==> src/rtl/mem_access_stage.sv <==
// Memory-access stage: runs one load/store per instruction over a req/ack memory port and
// presents a registered writeback result (lb sign extension, sb lane enables, word access).
// Latency: out_valid at T+1 for faults/pass-through, T+2 minimum for memory accesses
// (ack at T+1). Backpressure: single entry; in_ready is high only in IDLE; the result holds
// while out_ready=0.
// Ports: clk/rst; upstream in_valid/in_ready with the decoder controls (memread, memwrite,
// regwrite, is_lb, is_sb) and addr/wdata/rd_in; memory mem_req/mem_we/mem_addr/mem_be/
// mem_wdata/mem_ack/mem_rdata; writeback out_valid/out_ready/wb_en/wb_rd/wb_data/err.
module mem_access_stage #(
  parameter int XLEN        = 32,
  parameter int ACK_TIMEOUT = 255,
  parameter int CNT_W       = 8
) (
  input  logic            clk,
  input  logic            rst,
  input  logic            in_valid,
  output logic            in_ready,
  input  logic            memread,
  input  logic            memwrite,
  input  logic            regwrite,
  input  logic            is_lb,
  input  logic            is_sb,
  input  logic [XLEN-1:0] addr,
  input  logic [XLEN-1:0] wdata,
  input  logic [4:0]      rd_in,
  output logic            mem_req,
  output logic            mem_we,
  output logic [XLEN-1:0] mem_addr,
  output logic [3:0]      mem_be,
  output logic [XLEN-1:0] mem_wdata,
  input  logic            mem_ack,
  input  logic [XLEN-1:0] mem_rdata,
  output logic            out_valid,
  input  logic            out_ready,
  output logic            wb_en,
  output logic [4:0]      wb_rd,
  output logic [XLEN-1:0] wb_data,
  output logic            err
);

  typedef enum logic [1:0] {IDLE, MEM, DONE} state_t;

  // The watchdog times out on the cycle it has already counted ACK_TIMEOUT-1 misses,
  // so mem_req stays high for exactly ACK_TIMEOUT cycles.
  localparam logic [CNT_W-1:0] WD_LAST = CNT_W'(ACK_TIMEOUT - 1);

  state_t           state, state_nxt;
  logic [CNT_W-1:0] wdog;
  logic             is_load_q, is_lb_q, regwrite_q;
  logic [1:0]       off_q;

  logic       illegal, misaligned, passthru, wd_hit;
  logic [7:0] rd_byte;

  assign illegal    = memread & memwrite;
  assign misaligned = ((memread & ~is_lb) | (memwrite & ~is_sb)) & (addr[1:0] != 2'b00);
  assign passthru   = ~memread & ~memwrite;
  assign wd_hit     = (wdog == WD_LAST);
  assign rd_byte    = mem_rdata[{off_q, 3'b000} +: 8];
  assign in_ready   = (state == IDLE);

  always_ff @(posedge clk or posedge rst) begin
    if (rst) state <= IDLE;
    else     state <= state_nxt;
  end

  always_comb begin
    state_nxt = state;
    case (state)
      IDLE: if (in_valid) state_nxt = (illegal | misaligned | passthru) ? DONE : MEM;
      MEM:  if (mem_ack | wd_hit) state_nxt = DONE;
      DONE: if (out_ready) state_nxt = IDLE;
      default: state_nxt = IDLE;
    endcase
  end

  always_ff @(posedge clk or posedge rst) begin
    if (rst) begin
      mem_req    <= 1'b0;
      mem_we     <= 1'b0;
      mem_addr   <= '0;
      mem_be     <= 4'h0;
      mem_wdata  <= '0;
      out_valid  <= 1'b0;
      wb_en      <= 1'b0;
      wb_rd      <= 5'd0;
      wb_data    <= '0;
      err        <= 1'b0;
      wdog       <= '0;
      is_load_q  <= 1'b0;
      is_lb_q    <= 1'b0;
      regwrite_q <= 1'b0;
      off_q      <= 2'b00;
    end else begin
      case (state)
        IDLE: if (in_valid) begin
          wb_rd      <= rd_in;
          is_load_q  <= memread;
          is_lb_q    <= is_lb;
          regwrite_q <= regwrite;
          off_q      <= addr[1:0];
          wdog       <= '0;
          if (illegal | misaligned) begin
            out_valid <= 1'b1;
            err       <= 1'b1;
            wb_en     <= 1'b0;
            wb_data   <= '0;
          end else if (passthru) begin
            out_valid <= 1'b1;
            err       <= 1'b0;
            wb_en     <= regwrite;
            wb_data   <= addr;
          end else begin
            mem_req  <= 1'b1;
            mem_we   <= memwrite;
            mem_addr <= {addr[XLEN-1:2], 2'b00};
            if (memwrite & is_sb) begin
              mem_be    <= 4'b0001 << addr[1:0];
              mem_wdata <= {(XLEN/8){wdata[7:0]}};
            end else begin
              mem_be    <= 4'hF;
              mem_wdata <= wdata;
            end
          end
        end
        MEM: begin
          if (mem_ack) begin
            mem_req   <= 1'b0;
            out_valid <= 1'b1;
            err       <= 1'b0;
            if (is_load_q) begin
              wb_en   <= regwrite_q;
              wb_data <= is_lb_q ? {{(XLEN-8){rd_byte[7]}}, rd_byte} : mem_rdata;
            end else begin
              wb_en   <= 1'b0;
              wb_data <= '0;
            end
          end else if (wd_hit) begin
            mem_req   <= 1'b0;
            out_valid <= 1'b1;
            err       <= 1'b1;
            wb_en     <= 1'b0;
            wb_data   <= '0;
          end else begin
            wdog <= wdog + CNT_W'(1);
          end
        end
        DONE: if (out_ready) out_valid <= 1'b0;
        default: ;
      endcase
    end
  end

endmodule

==> config.mk <==
export PLATFORM = sky130hd
export DESIGN_NAME = mem_access_stage
export DESIGN_NICKNAME = d
export VERILOG_FILES = /design/src/rtl/mem_access_stage.sv
export SDC_FILE = /design/constraint.sdc
export NUM_CORES = 1
export LEC_CHECK = 0
export CORE_ASPECT_RATIO = 1.2
export CORE_MARGIN = 3
export CORE_UTILIZATION = 41
export CTS_CLUSTER_SIZE = 8
export DETAILED_ROUTE_END_ITERATION = 10
export GPL_TIMING_DRIVEN = 0
export HOLD_SLACK_MARGIN = 0.06
export PLACE_DENSITY = 0.78
export SLEW_MARGIN = 5
export SYNTH_ARGS = -nofsm -noshare
export SYNTH_HDL_FRONTEND = slang
export SYNTH_SLANG_ARGS = --single-unit
==> constraint.sdc <==
create_clock -name clk -period 4.15 [get_ports clk]
set_clock_uncertainty 0.1 [all_clocks]
set_input_delay 0.83 -clock clk [delete_from_list [all_inputs] [get_ports clk]]
set_output_delay 0.83 -clock clk [all_outputs]
set_load 0.01 [all_outputs]
==> summary.txt <==
outcome - finished clean
Synth Cell Area - 6000 µm²
Slew HR - 59.6%
CP endpoint kind - register
hold_buf cts - 0
CTS sink cnt - 123
CP startpoint kind - input pin
initial antenna violation count - 0
P&R area growth vs syn - 50.5%
leading area contributor after synthesis - dfrtp_1
crit share post-route - 71.9%
final worst slack - 1.17 ns
layout cells sized above 1 - 16.8%
post-synth top area share - 51.3%
Reg2Reg Depth - 6
Final Hold Viols - 0
most common cell in the netlist - dfrtp_1
Max FO, Critical Path - 10
routability cong. - 0.885
Die X - 116 µm
top post-synthesis cells by area - dfrtp_1 (51%), mux2_2 (9.6%), a21oi_1 (5.2%)
fmax - 335 MHz
DR iter-0 viols - 347
DR pass1 iterations - 5
Synth async-reset ratio - 100%
drc violations - 0
htree depth - 4
Initial Util - 42.7%
Distinct cells, synth - 54
filler cell count - 1104
register area - 3080 µm²
Leak - 3.80 nW
CTS buffer count - 17
global-route usage over all layers - 24.6%
post-route ant nets - 0
via count - 5356
post-DP HPWL - 15.2 mm
Die H - 139 µm
Reg clk slew, reported paths - 0.05 ns
hold slack - 0.381 ns
min cycle time layout - 2.98 ns
Post-synth EDFFs - 0
row count - 47
critical setup path kind - in -> reg
CTS max path bufs - 2
CTS tree - yes
sequential share of the synthesized area - 51.3%
vias in the first global route - 5571
PwrDens - 691 nW/µm²
CP Data Required Time - 4.35 ns
cell depth of the worst hold path - 2
commonest cells in the netlist - dfrtp_1 (123), a21oi_1 (62), mux2_2 (51), nor2_1 (36), nand2_1 (35)
clk_lat worst skew - 0.41 ns
postcts setup bufs - 0
maximum vdd ir drop - 355 µV
YS warnings - 0
pre-CTS WS - 0.706 ns
multi-input logic area - 2620 µm²
Cells after Synth - 529
routed len/inst - 20.6 µm
wirelength, routed - 19.7 mm
post-CTS resize count - 0
core area - 14100 µm²
clock root cell - clkbuf_16
reg2reg setup slack - 1.53 ns
Hold Crit Endpoint - wb_rd[1]$_DFFE_PP0P_
final setup violation count - 0
Hold Crit Class - reg -> reg
first-pass GRT wire length - 30.5 mm
GR Overflow Total - 0
Worst Path Arrival - 3.18 ns
Final nets - 884
final slew viol count - 0
worst hold start - wb_rd[1]$_DFFE_PP0P_
MaxCap Viol Count - 0
IO Count - 222
pin slew with the least headroom to its limit - 0.605 ns
register bit total from synthesis - 123
RSZ-0062 raised after global routing - false
setup TNS - 0 ns
largest net degree at the start of global routing - 42
RR Startpoint - state[1]$_DFFE_PP0P_
port bufs - 219
die area - 16100 µm²
Primary FF master, synth - dfrtp_1
Reg2Reg Capture Point - mem_wdata[6]$_DFFE_PP0P_
Vias/cell - 5.61
Avg Cell Area, Syn - 11.3 µm²
Ant. Diodes - 0
[area by class of cell]
class / count / share of cell area [%]
Tap cell: 171 / 2.37
Buffer: 44 / 2.73
Inverter: 18 / 0.790
Clock buffer: 20 / 5.06
Sequential cell: 123 / 34.1
Clock inverter: 12 / 1.09
Timing Repair Buffer: 222 / 24.9
Multi-Input combinational cell: 345 / 29.0
[worst max path at each step]
stage                               endpoint      from  cells after the start
finish              mem_wdata[6]$_DFFE_PP0P_   addr[1]                      6
global placement        wb_rd[4]$_DFFE_PP0P_       rst                      2
detailed placement  mem_wdata[6]$_DFFE_PP0P_   addr[1]                      6
floorplan            wb_data[10]$_DFFE_PP0P_   addr[1]                      7
global route         mem_addr[3]$_DFFE_PP0P_  in_valid                      6
CTS                 mem_wdata[6]$_DFFE_PP0P_  in_valid                      6
[cells in the final DEF (no fill, tap or decap), types with 2 or more instances in the layout]
master	count
buf_12	3
clkinvlp_4	5
xor2_1	3
nor2_1	36
nor2b_1	3
mux2_2	51
inv_1	17
buf_4	6
mux2_4	20
clkbuf_8	2
buf_2	11
nand2_1	35
clkbuf_1	22
a21oi_1	62
clkdlybuf4s50_1	219
conb_1	2
nand3_1	5
and2_1	3
nand4_1	2
a41oi_1	2
nand4b_1	2
a32oi_1	6
a31oi_1	2
nor3b_1	20
o21bai_1	2
ha_1	2
buf_6	3
a211oi_1	2
and3_1	9
o21ai_0	6
clkbuf_16	17
a311o_1	25
a32o_1	7
nor3_1	6
dfrtp_1	123
clkinv_2	6
mux2i_1	11
buf_8	2
[cell families after synthesis]
kind of cell / synth area share, %
other: 0.0625
buffers and inverters: 5.23
AOI/OAI and AO/OA: 14.6
adders and majority gates: 0.417
DFF: 51.3
xor gates and xnor gates: 0.438
muxes: 17.0
and+or+nand+nor: 11.0
[registers in the layout, indices dropped and copies added (netlist names), 2 cells and up]
register,flops
mem_addr,30
wb_rd,5
wb_data,32
mem_wdata,32
off_q,2
state,2
wdog,8
mem_be,4
[routing by layer]
| layer | GRT usage, % | part of all wire (%) |
|---|---|---|
| met1 | 30.2 | 39 |
| met2 | 40.8 | 51 |
| met4 | 10.4 | 3.3 |
| met5 | 0 | 0 |
| met3 | 5.81 | 6.8 |
[worst max-delay path, stage by stage]
cell and delay [ns]:
clkdlybuf4s50_1 0.54, or2_1 0.27, buf_2 0.16, a2111oi_4 0.54
buf_2 0.44, mux2_2 0.38
[report_power, final]
part	switching, mW	internal (mW)
combinational	1.17	1.60
sequential	0.324	1.77
clock	0.537	0.847
[stage by stage]
stage                     utilization [%]  cell area [µm²]  instances  power, mW
after global routing                 64.3             9030        955       6.56
after detailed placement             60.3             8480        923       4.87
after global placement               59.9             8420        920       4.78
final                                64.3             9030        955       6.24
after floorplan                         -             6010        530       3.33
after CTS                            64.3             9030        955       6.28
No activity file was read; power rests on OpenSTA's default activity.
